--- config.mk ---
export PLATFORM = sky130hd
export DESIGN_NAME = load_store_unit
export DESIGN_NICKNAME = d
export VERILOG_FILES = /design/src/rtl/load_store_unit.sv
export SDC_FILE = /design/constraint.sdc
export NUM_CORES = 1
export LEC_CHECK = 0
export CORE_UTILIZATION = 52
export CTS_BUF_LIST = sky130_fd_sc_hd__clkbuf_2
export CTS_CLUSTER_SIZE = 30
export DETAILED_ROUTE_END_ITERATION = 10
export PLACE_DENSITY_LB_ADDON = 0.08
export SLEW_MARGIN = 20
export SYNTH_ARGS = -nofsm -noshare
export SYNTH_HDL_FRONTEND = slang
export SYNTH_SLANG_ARGS = --single-unit
--- constraint.sdc ---
create_clock -name clk -period 3.9 [get_ports clk]
set_input_delay 0.975 -clock clk [delete_from_list [all_inputs] [get_ports clk]]
set_output_delay 0.975 -clock clk [all_outputs]
set_load 0.03 [all_outputs]
--- src/rtl/load_store_unit.sv ---
// Load/store unit between the address path and a big-endian byte-addressed RAM; sub-word stores use read-modify-write.
// Optional compile-time feature: define LSU_BOUNDS_CHECK_EN to flag accesses past MEM_BYTES as errors at accept.
module load_store_unit #(
  parameter int MEM_BYTES = 256
) (
  input  logic        clk,
  input  logic        reset,
  input  logic        req_valid,
  output logic        req_ready,
  input  logic        req_we,
  input  logic [1:0]  req_size,
  input  logic        req_signed,
  input  logic [31:0] req_addr,
  input  logic [31:0] req_wdata,
  output logic        rsp_valid,
  output logic        rsp_err,
  output logic [31:0] rsp_rdata,
  output logic [31:0] ram_addr,
  output logic [31:0] ram_din,
  output logic        ram_rw,
  input  logic [31:0] ram_dout
);

  typedef enum logic [1:0] {IDLE, RD, WR, RESP} state_t;

`ifdef LSU_BOUNDS_CHECK_EN
  localparam logic BOUNDS_EN = 1'b1;
`else
  localparam logic BOUNDS_EN = 1'b0;
`endif

  state_t      state, nextState;
  logic [31:0] addrQ, wdataQ, wordQ;
  logic [1:0]  sizeQ;
  logic        weQ, signedQ;
  logic        fmtErr, rangeErr, accErr;
  logic [1:0]  span;
  logic [32:0] lastByte;
  logic [31:0] mergedWord;

  // Big-endian lane selection: byte offset 0 is the most significant byte.
  function automatic logic [31:0] extractLane(input logic [31:0] w, input logic [1:0] off,
                                              input logic [1:0] sz, input logic sgn);
    logic [31:0] r;
    logic [7:0]  b;
    logic [15:0] h;
    case (off)
      2'd0:    b = w[31:24];
      2'd1:    b = w[23:16];
      2'd2:    b = w[15:8];
      default: b = w[7:0];
    endcase
    h = off[1] ? w[15:0] : w[31:16];
    case (sz)
      2'b00:   r = {{24{sgn & b[7]}}, b};
      2'b01:   r = {{16{sgn & h[15]}}, h};
      default: r = w;
    endcase
    return r;
  endfunction

  function automatic logic [31:0] mergeLane(input logic [31:0] w, input logic [1:0] off,
                                            input logic [1:0] sz, input logic [31:0] d);
    logic [31:0] r;
    r = w;
    case (sz)
      2'b00: begin
        case (off)
          2'd0:    r[31:24] = d[7:0];
          2'd1:    r[23:16] = d[7:0];
          2'd2:    r[15:8]  = d[7:0];
          default: r[7:0]   = d[7:0];
        endcase
      end
      2'b01: begin
        if (off[1]) r[15:0] = d[15:0];
        else        r[31:16] = d[15:0];
      end
      default: r = d;
    endcase
    return r;
  endfunction

  // Request legality is judged on the values being latched at the accept edge.
  always_comb begin
    fmtErr = (req_size == 2'b11) ||
             (req_size == 2'b01 && req_addr[0]) ||
             (req_size == 2'b10 && req_addr[1:0] != 2'b00);
    case (req_size)
      2'b00:   span = 2'd0;
      2'b01:   span = 2'd1;
      default: span = 2'd3;
    endcase
    lastByte = {1'b0, req_addr} + {31'b0, span};
    rangeErr = lastByte >= 33'(MEM_BYTES);
    accErr   = fmtErr | (BOUNDS_EN & rangeErr);
  end

  always_ff @(posedge clk) begin
    if (reset) begin
      state     <= IDLE;
      addrQ     <= '0;
      wdataQ    <= '0;
      wordQ     <= '0;
      sizeQ     <= '0;
      weQ       <= 1'b0;
      signedQ   <= 1'b0;
      rsp_rdata <= '0;
      rsp_err   <= 1'b0;
    end else begin
      state <= nextState;
      case (state)
        IDLE: begin
          if (req_valid) begin
            addrQ   <= req_addr;
            wdataQ  <= req_wdata;
            sizeQ   <= req_size;
            weQ     <= req_we;
            signedQ <= req_signed;
            rsp_err <= accErr;
          end
        end
        RD: begin
          wordQ <= ram_dout;
          if (!weQ) rsp_rdata <= extractLane(ram_dout, addrQ[1:0], sizeQ, signedQ);
        end
        RESP: begin
          rsp_rdata <= '0;
          rsp_err   <= 1'b0;
        end
        default: ;
      endcase
    end
  end

  // Next-state and RAM-side outputs are pure functions of the current state and latched request.
  always_comb begin
    nextState  = state;
    mergedWord = mergeLane(wordQ, addrQ[1:0], sizeQ, wdataQ);
    req_ready  = 1'b0;
    rsp_valid  = 1'b0;
    ram_rw     = 1'b0;
    ram_addr   = {addrQ[31:2], 2'b00};
    ram_din    = '0;
    case (state)
      IDLE: begin
        req_ready = 1'b1;
        ram_addr  = '0;
        if (req_valid) begin
          if (accErr)                          nextState = RESP;
          else if (req_we && req_size == 2'b10) nextState = WR;
          else                                  nextState = RD;
        end
      end
      RD:   nextState = weQ ? WR : RESP;
      WR: begin
        ram_rw    = 1'b1;
        ram_din   = mergedWord;
        nextState = RESP;
      end
      RESP: begin
        rsp_valid = 1'b1;
        nextState = IDLE;
      end
      default: nextState = IDLE;
    endcase
  end

endmodule

==> out/qor.yml, run 1 <==
setup_violations: 0
cts_buffers: 17
muxShareOfSynthArea_pct: 9.31
synth_common_cells: "nand2_1, dfxtp_1, a21oi_1"
finalNetCount: 1060
hold_path.class: "reg -> reg"
post-dp-hpwl_mm: 15.6
holdCritStartpoint: "addrQ[23]"
synth-adder-area-share_pct: 0.769
drc_errors: 0
clk_latency_ps: 750
drt_iter0_markers: 525
grt_pass1_wl_mm: 32.9
rsz0062_at_grt: "no"
fin_crit_sh_pct: 93.7
yosysMostFrequentCell: "nand2_1"
synth_top_area_cell: "dfxtp_1"
post_drt_wl_per_cell_um: 18.8
vias: 6498
r2r-start: "state[0]"
hold_path_depth: 2
drive_gt1_share_pct: 11.3
viasPerCell: 5.73
synth_xor_xnor_area_share_pct: 0
cts.clk_slew.worst_paths_ps: 200
fin_setup_tns_ps: 0
drt-pass1-iter-count: 6
slew_headroom_pct: 28.7
port_buffers: 200
maxSlewViolCount: 0
p_leak_nw: 3.55
start_kind: "register"
peakVddDrop_mv: 0.384
stdcell_count: 1135
synth_cell_types: 43
max_stage_delay_ps: 660
hold_viol: 0
grt.total_usage_pct: 33.4
synth_area_leaders: "dfxtp_1, nand2_1, mux2i_1"
finalCriticalPeriod_ps: 3650
grt_max_degree: 104
coreArea_sq_um: 12100
synth_compound_area_share_pct: 22.5
path_cells: "nor3b_1 > a21oi_1 > o21ai_0 > o211a_1 > clkdlybuf4s50_1"
grt_pass1_vias: 6264
ys_seq_area_share_pct: 41.5
regToRegEndpoint: "wdataQ[25]"
synth_top_family_by_area: "compound AO/OA/AOI/OAI gates"
area_delta_synth_final_pct: 35.9
async_flop_share_pct: 0
ys_seq_elements: 135
cap_violations: 0
r2r_cells: 7
synth_area_sq_um: 6510
antenna_found_initial: 1
crit_type: "reg -> out"
row_count: 40
io_pins: 203
crit_fanout: 5
gp_congestion: 0.903
placedCellCount: 1102
skew_ps: 36.2
critPathSlowestCell: "clkdlybuf4s50_1"
whs_endpoint: "addrQ[23]"
powerDensity_nw_per_um2: 569
ys.warnings.count: 0
tightestPinTransition_ps: 1070
synthSimpleGateAreaFrac_pct: 20.3
die-area_sq_um: 13000
clock-sinks: 135
arrival_ps: 2680
hold_buffers: 0
ant_nets: 0
die_x_um: 114
cp-end-kind: "output pin"
post_cts_buffers: 0
start_util_pct: 53.7
fp.dieH_um: 114
synth_edf_count: 0
drt_wl_total_mm: 21.4
cts_tree: "built"
cts_buffer_depth: 2
postSynthCellCount: 780
grt-ovfl-total: 0
clock-root-buffer: "clkbuf_2"
synth_top_cell_area_share_pct: 41.5
outcome: "completed"
cp_data_required_time_ps: 2920
rrSetupSlack_ps: 1470
htree_num_levels: 4
ys.flop_type: "dfxtp_1"
max_freq_ghz: 0.274
avgSynthCellArea_sq_um: 8.34
[worst max-delay path by stage]
stage / startpoint / end / slack, ps / cells past startpoint
floorplan: addrQ[1] / ram_din[10] / 1040 / 6
global placement: sizeQ[0] / ram_din[30] / 660 / 5
detailed placement: sizeQ[0] / ram_din[29] / 690 / 5
CTS: state[0] / ram_din[27] / 10 / 4
global route: addrQ[1] / ram_din[9] / 80 / 6
finish: wdataQ[6] / ram_din[30] / 250 / 5
[registers in the layout (all words and copies together), names as in the netlist]
register,count
rsp_err,1
wdataQ,32
state,2
wordQ,32
rsp_rdata,32
sizeQ,2
signedQ,1
addrQ,32
weQ,1
[logic make-up after synthesis]
group / count (synthesis)
multiplexers: 59
other: 1
AO/OA/AOI/OAI: 213
buffers and inverters: 82
flip-flops: 135
adder cells (fa/ha/maj): 4
AND/OR/NAND/NOR: 286
[report_power, final]
| part | switching (W) | internal (W) |
|---|---|---|
| Clock | 0.000525 | 0.000301 |
| Combinational | 0.00137 | 0.000946 |
| Sequential | 0.000232 | 0.00166 |
[area by class of cell]
cell class | count | area [sq um]
multi-input combinational | 564 | 3470
fill | 948 | 3270
sequential | 135 | 2710
clock inverter | 12 | 126
timing repair buffer | 223 | 2180
clock buffer | 20 | 100
antenna | 1 | 2.50
tap | 168 | 210
inverter | 12 | 47.5
[critical path, delay by kind of cell (launching register included)]
| family | cells | cell delay, ps |
|---|---|---|
| buf+inv | 1 | 660 |
| flops | 1 | 600 |
| compound gates | 3 | 440 |
| simple gates | 1 | 240 |
[cell usage in the layout (no fill, tap or decap), types with 8 or more instances in the layout]
| cell | count |
|---|---|
| o211a_1 | 16 |
| nor2_1 | 39 |
| buf_4 | 43 |
| nand2_1 | 156 |
| nor3_1 | 10 |
| a2bb2oi_1 | 15 |
| inv_1 | 11 |
| a221o_2 | 10 |
| o21ai_0 | 32 |
| mux2i_1 | 56 |
| a221oi_1 | 14 |
| dfxtp_1 | 132 |
| clkbuf_2 | 20 |
| a22o_1 | 23 |
| clkdlybuf4s50_1 | 174 |
| a21oi_1 | 83 |
| nor2b_1 | 48 |
| nand2b_1 | 8 |
| nor3b_1 | 8 |
[metrics by stage]
step | hold slack, ps | util (%) | setup slack (ps) | power [W] | cell area (sq um)
2_1_floorplan | 432 | - | 1040 | 0.00340 | 6510
3_3_place_gp | 438 | 70.9 | 663 | 0.00412 | 8590
3_5_place_dp | 444 | 70.9 | 691 | 0.00420 | 8590
4_1_cts | 467 | 72.8 | 13.9 | 0.00501 | 8820
5_1_grt | 482 | 73.0 | 80.4 | 0.00531 | 8840
6_report | 466 | 73.0 | 247 | 0.00503 | 8840
[timing repair]
action	4_1_cts	5_1_grt
pin swaps	0	0
endpoints found under the setup margin	17	17
gates resized for setup	4	8
[layer usage]
| layer | global-route usage [%] | vias to the layer above | part of all wire (%) |
|---|---|---|---|
| li1 | - | 3054 | - |
| met1 | 42.6 | 3048 | 42 |
| met2 | 52.1 | 338 | 46 |
| met3 | 8.71 | 58 | 8.3 |
| met4 | 17.0 | 0 | 3.6 |
| met5 | 0 | - | 0 |
(Power assumes the default switching activity.)
==> run 2, diff against run 1 <==
--- a/config.mk
+++ b/config.mk
@@ -5,11 +5,12 @@
 export SDC_FILE = /design/constraint.sdc
 export NUM_CORES = 1
 export LEC_CHECK = 0
-export CORE_UTILIZATION = 52
+export CORE_UTILIZATION = 44
 export CTS_BUF_LIST = sky130_fd_sc_hd__clkbuf_2
 export CTS_CLUSTER_SIZE = 30
 export DETAILED_ROUTE_END_ITERATION = 10
 export PLACE_DENSITY_LB_ADDON = 0.08
+export RECOVER_POWER = 50
 export SLEW_MARGIN = 20
 export SYNTH_ARGS = -nofsm -noshare
 export SYNTH_HDL_FRONTEND = slang
==> constraint.sdc (replaced) <==
create_clock -name clk -period 3.3 [get_ports clk]
set_input_delay 0.825 -clock clk [delete_from_list [all_inputs] [get_ports clk]]
set_output_delay 0.825 -clock clk [all_outputs]
set_load 0.03 [all_outputs]
==> run 2 against run 1 <==
The run now ends with capacitance limit, slew limit left. Core utilization fell by 10 points. Power is 22% higher. Setup slack lost 170 ps. Flip-flop and latch count unchanged. Largest power group unchanged. Clock skew shrank 1.9 ps. Critical path type unchanged. Critical path depth rose by 2.
==> out/qor.yml, run 2 (same netlist as run 1, synthesis figures left out) <==
io_pins: 203  # unchanged
drt-pass1-iter-count: 9  # +3
p_int_w: 0.00354  # +22%
hold_ws_ps: 463  # -3.24 ps
cp-startpoint: "sizeQ[0]"
peakVddDrop_mv: 0.315  # -18%
p_leak_nw: 3.74  # +5.3%
coreArea_sq_um: 14500  # +20%
path_cells: "buf_6 > or2_4 > a21oi_4 > buf_6 > mux2i_2 > nor2b_2 > buf_12"
antenna_found_initial: 1  # unchanged
whs_endpoint: "addrQ[18]"
r2r-start: "state[1]"
cp_data_required_time_ps: 2470  # -450 ps
post-dp-hpwl_mm: 15.1  # -3.0%
tightestPinTransition_ps: 2070  # +1010 ps
grt_pass1_wl_mm: 31.8  # -3.4%
drt_iter0_markers: 553  # +5.3%
hold_buffers: 0  # unchanged
cts.clk_slew.worst_paths_ps: 190  # about the same
violations: "capacitance limit, slew limit"
row_count: 44  # +10%
slew_headroom_pct: -38.3  # -67 points
cts_buffer_depth: 2  # unchanged
holdCritStartpoint: "addrQ[18]"
path_depth: 7  # +2
hold_path_depth: 2  # unchanged
ant_nets: 0  # unchanged
final_cell_mix: "nand2_1, clkdlybuf4s50_1, dfxtp_1"
die_x_um: 124  # +8.6%
fin_setup_tns_ps: 0  # unchanged
layout_setup_ws_ps: 78.2  # -168 ps
seqPwrFrac_pct: 36.7  # -0.8 points
vias: 6389  # -1.7%
critPathSlowestCell: "dfxtp_2"
start_kind: "register"
outcome: "complete, but fails checks"
drive_gt1_share_pct: 12.9  # +1.6 points
cp-end-kind: "output pin"
r2r_cells: 6  # -1
clock-sinks: 135  # unchanged
post_drt_wl_per_cell_um: 18.0  # -4.2%
final_common_cell: "nand2_1"
grt.total_usage_pct: 27.7  # -5.7 points
swShare_pct: 42.2  # -0.099 points
powerDensity_nw_per_um2: 674  # +18%
grt-ovfl-total: 0  # unchanged
crit_top_cell: "buf_6"
fp.dieH_um: 124  # +8.6%
arrival_ps: 2400  # -280 ps
fin_crit_sh_pct: 97.6
regToRegEndpoint: "rsp_rdata[31]"
area_delta_synth_final_pct: 39.5
finalNetCount: 1063  # +0.28%
gp_congestion: 0.938  # +3.9%
hold_viol: 0  # unchanged
fin_util_pct: 62.7  # -10 points
grt_max_degree: 104  # unchanged
crit_type: "reg -> out"
die-area_sq_um: 15300  # +18%
skew_ps: 34.3  # -1.91 ps
finalCriticalPeriod_ps: 3220
post_cts_buffers: 0  # unchanged
cts_buffers: 17  # unchanged
clock-root-buffer: "clkbuf_2"
rrSetupSlack_ps: 570  # -900 ps
crit_family: "buffers and inverters"
port_buffers: 200  # unchanged
clk_latency_ps: 740  # about the same
max_stage_delay_ps: 380  # -280 ps
path_buf_inv: 3  # +2
fillCellCount: 1284  # +35%
cap_violations: 1  # +1
cts_tree: "built"
max_freq_ghz: 0.310
maxSlewViolCount: 104  # +104
combPwrFrac_pct: 44.8  # -1.2 points
place_ws_ps: 442  # -249 ps
setup_violations: 0  # unchanged
grt_pass1_vias: 5978  # -4.6%
power.total_w: 0.00612  # +22%
power_frac_clock_pct: 18.5  # +2.1 points
crit_fanout: 30  # +25
hold_path.class: "reg -> reg"
htree_num_levels: 4  # unchanged
p_sw_w: 0.00258  # +21%
viasPerCell: 5.53  # -3.4%
drc_errors: 0  # unchanged
drt_wl_total_mm: 20.8  # -2.5%
start_util_pct: 44.9  # -8.8 points
==> run 2: cell count changes in the layout (fill, tap and decap cells not counted), moves of 3 or more <==
cell | before | now
a21boi_0 | 7 | 1
a21boi_1 | 1 | 6
buf_12 | 5 | 16
buf_4 | 43 | 30
clkbuf_1 | 0 | 3
clkdlybuf4s15_1 | 0 | 3
clkdlybuf4s50_1 | 174 | 136
clkinv_2 | 4 | 1
dlygate4sd2_1 | 0 | 33
inv_6 | 2 | 6
nor2b_1 | 48 | 41
nor2b_2 | 0 | 8
==> run 2: worst max-delay path by stage <==
| stage | endpoint | slack [ps] |
|---|---|---|
| detailed placement | ram_din[27] | 440 |
| global route | ram_din[5] | -40 |
| CTS | ram_din[14] | 5 |
| finish | ram_din[5] | 80 |
| floorplan | ram_din[10] | 590 |
| global placement | ram_din[27] | 450 |
==> run 2: power groups by stage <==
stage / logic (W) / registers (W) / clock network (W)
floorplan: 0.00174 / 0.00227 / 0
global placement: 0.00271 / 0.00224 / 0
detailed placement: 0.00275 / 0.00225 / 0
CTS: 0.00273 / 0.00222 / 0.00115
global route: 0.00297 / 0.00228 / 0.00121
finish: 0.00274 / 0.00224 / 0.00113
==> run 2: per-layer routing <==
layer	track usage (%)	share of wire (%)
met5	0	0
met4	11.4	3.1
met3	6.04	7.3
met2	43.1	45
met1	36.9	44
==> run 2: stage by stage <==
step | instances | instance area, sq um
3_3_place_gp | 1120 | 8760
2_1_floorplan | 781 | 6510
6_report | 1155 | 9080
5_1_grt | 1155 | 9080
4_1_cts | 1153 | 9030
3_5_place_dp | 1120 | 8760
==> run 2: cell type report <==
type / count / area, sq um / share of cell area, %
repair buffers: 226 / 2270 / 25.1
diodes: 2 / 5.00 / 0.0551
clock buffers: 17 / 85.1 / 0.937
flip-flops and latches: 135 / 2710 / 29.9
clock inverters: 15 / 191 / 2.11
inverters: 12 / 45.0 / 0.496
well taps: 184 / 230 / 2.54
multi-input cells: 564 / 3530 / 38.9
==> run 2: timing repair <==
| action | CTS | global route |
|---|---|---|
| setup endpoints to repair | 64 | 31 |
| resized for setup | 59 | 24 |
| pin swaps | 0 | 1 |
| gates cloned | 1 | 0 |
==> run 2: tightest hold or removal path, cell delays in order (launching register included) <==
cell     delay (ps)
dfxtp_1         350
nand2_1          50
a21oi_1          50
==> run 3, diff against run 2 <==
--- a/config.mk
+++ b/config.mk
@@ -5,6 +5,7 @@
 export SDC_FILE = /design/constraint.sdc
 export NUM_CORES = 1
 export LEC_CHECK = 0
+export CORE_ASPECT_RATIO = 0.7
 export CORE_UTILIZATION = 44
 export CTS_BUF_LIST = sky130_fd_sc_hd__clkbuf_2
 export CTS_CLUSTER_SIZE = 30
==> run 3 against run 2 <==
The run now ends clean. Flip-flop and latch count did not move. Non-clock buffer count fell by 2. Fmax rose by 1.8%. Largest power group unchanged. Core utilization rose by 0.36 points. Largest cell class unchanged. Critical path depth did not move. Combinational power barely moved. Sequential power barely moved. Wire length fell by 1.2%.
==> out/qor.yml, run 3 (same netlist as run 1, synthesis figures left out) <==
grt_pass1_vias: 6048  # +1.2%
hold_buffers: 0  # unchanged
peakVddDrop_mv: 0.273  # -13%
maxSlewViolCount: 0  # -100%
hold_path_depth: 2  # unchanged
ant_nets: 0  # unchanged
clk_latency_ps: 750  # about the same
finalNetCount: 1061  # -0.19%
power.total_w: 0.00586  # -4.2%
cts_buffers: 17  # unchanged
whs_endpoint: "wordQ[4]"
io_pins: 203  # unchanged
clock-root-buffer: "clkbuf_2"
vias: 6357  # -0.50%
start_kind: "register"
cap_violations: 0  # -1
htree_num_levels: 4  # unchanged
rsz0062_at_grt: "no"
setup_violations: 0  # unchanged
cts_tree: "built"
finalCriticalPeriod_ps: 3170  # -56.5 ps
gp_congestion: 0.853  # -9.0%
fin_setup_tns_ps: 0  # unchanged
drive_gt1_share_pct: 12.2  # -0.70 points
drt-pass1-iter-count: 6  # -3
cp_data_required_time_ps: 2470  # about the same
die_x_um: 147  # +19%
drt_wl_total_mm: 20.6  # -1.2%
p_leak_nw: 3.69  # -1.3%
powerDensity_nw_per_um2: 655  # -2.8%
final_cell_mix: "nand2_1, clkdlybuf4s50_1, dfxtp_1"
r2r_cells: 7  # +1
viasPerCell: 5.49  # -0.67%
regArea_sq_um: 2710  # -0.18%
area_delta_synth_final_pct: 37.5
tightestPinTransition_ps: 1470  # -601 ps
diodes: 0  # -2
dpl-instance-area_sq_um: 8730  # -0.31%
cts.clk_slew.worst_paths_ps: 220  # +30 ps
hold_path.class: "in -> reg"
drc_errors: 0  # unchanged
rrSetupSlack_ps: 190  # -380 ps
outcome: "completed"
regToRegEndpoint: "rsp_rdata[25]"
start_util_pct: 45.9  # +0.92 points
crit_fanout: 14  # -53%
crit_type: "reg -> out"
row_count: 36  # -18%
final_common_cell: "nand2_1"
cp-end-kind: "output pin"
fin_area_sq_um: 8950  # -1.4%
die-area_sq_um: 15300  # about the same
skew_ps: 19.2  # -15.1 ps
grt.total_usage_pct: 26.9  # -0.77 points
max_freq_ghz: 0.316  # +1.8%
drt_iter0_markers: 579  # +4.7%
grt_pass1_wl_mm: 31.9  # +0.54%
cts_buffer_depth: 2  # unchanged
clock-sinks: 135  # unchanged
fillCellCount: 1241  # -3.3%
fin_crit_sh_pct: 95.9  # -1.7 points
slew_headroom_pct: 1.81  # +40 points
post_drt_wl_per_cell_um: 17.8  # -1.4%
arrival_ps: 2340  # -60 ps
fp.dieH_um: 104  # -16%
post-dp-hpwl_mm: 15.1  # about the same
r2r-start: "state[1]"
coreArea_sq_um: 14200  # -2.0%
hold_viol: 0  # unchanged
multi_input_area_sq_um: 3500  # -1.1%
holdCritStartpoint: "reset"
port_buffers: 200  # unchanged
antenna_found_initial: 0  # -1
grt-ovfl-total: 0  # unchanged
grt_max_degree: 78  # -25%
-- run 3: worst max-delay path, cell delays in order (launching register included) --
cell     delay, ps
dfxtp_2        370
buf_4          180
or2_4          260
a21oi_4        170
buf_4          170
mux2i_1         80
nor2b_1        210
buf_12         160
-- run 3: worst max-delay path by stage --
| stage | slack (ps) | start | end |
|---|---|---|---|
| final | 130 | sizeQ[0] | ram_din[0] |
| after global routing | 4 | sizeQ[0] | ram_din[1] |
| after CTS | 1 | sizeQ[0] | ram_din[22] |
| after detailed placement | 280 | addrQ[0] | ram_din[9] |
| after global placement | 310 | addrQ[0] | ram_din[9] |
| after floorplan | 590 | addrQ[1] | ram_din[10] |
-- run 3: power by group --
| part | internal (W) | leakage [nW] | switching, W |
|---|---|---|---|
| combinational | 0.00115 | 2.47 | 0.00161 |
| clock | 0.000212 | 0.122 | 0.000661 |
| sequential | 0.00196 | 1.10 | 0.000271 |
| total | 0.00332 | 3.69 | 0.00255 |
-- run 3: metrics by stage --
step           std cells  setup WS [ps]  utilization [%]  hold WS [ps]
5_1_grt             1157           4.07             63.1           378
3_5_place_dp        1123            284             61.5           443
2_1_floorplan        781            591                -           432
3_3_place_gp        1123            314             61.5           439
6_report            1157            135             63.1           433
4_1_cts             1156           1.43             62.9           380
-- run 3: timing repair --
item,4_1_cts,5_1_grt
endpoints found under the setup margin,56,24
gates cloned,1,0
setup buffers,0,1
pin swaps,0,1
gates resized for setup,49,16
-- run 3: final cells by class --
type                            count  area share, %
Clock inverter                     13           1.10
Sequential cell                   135           30.3
Multi-Input combinational cell    564           39.1
Clock buffer                       19           1.06
Timing Repair Buffer              224           25.3
Tap cell                          190           2.66
Inverter                           12          0.503
-- run 3: layer usage --
layer / share of wire (%) / global-route usage (%)
met5: 0 / 0
met4: 1.1 / 7.81
met3: 7.7 / 6.04
met2: 44 / 41.2
met1: 47 / 37.5
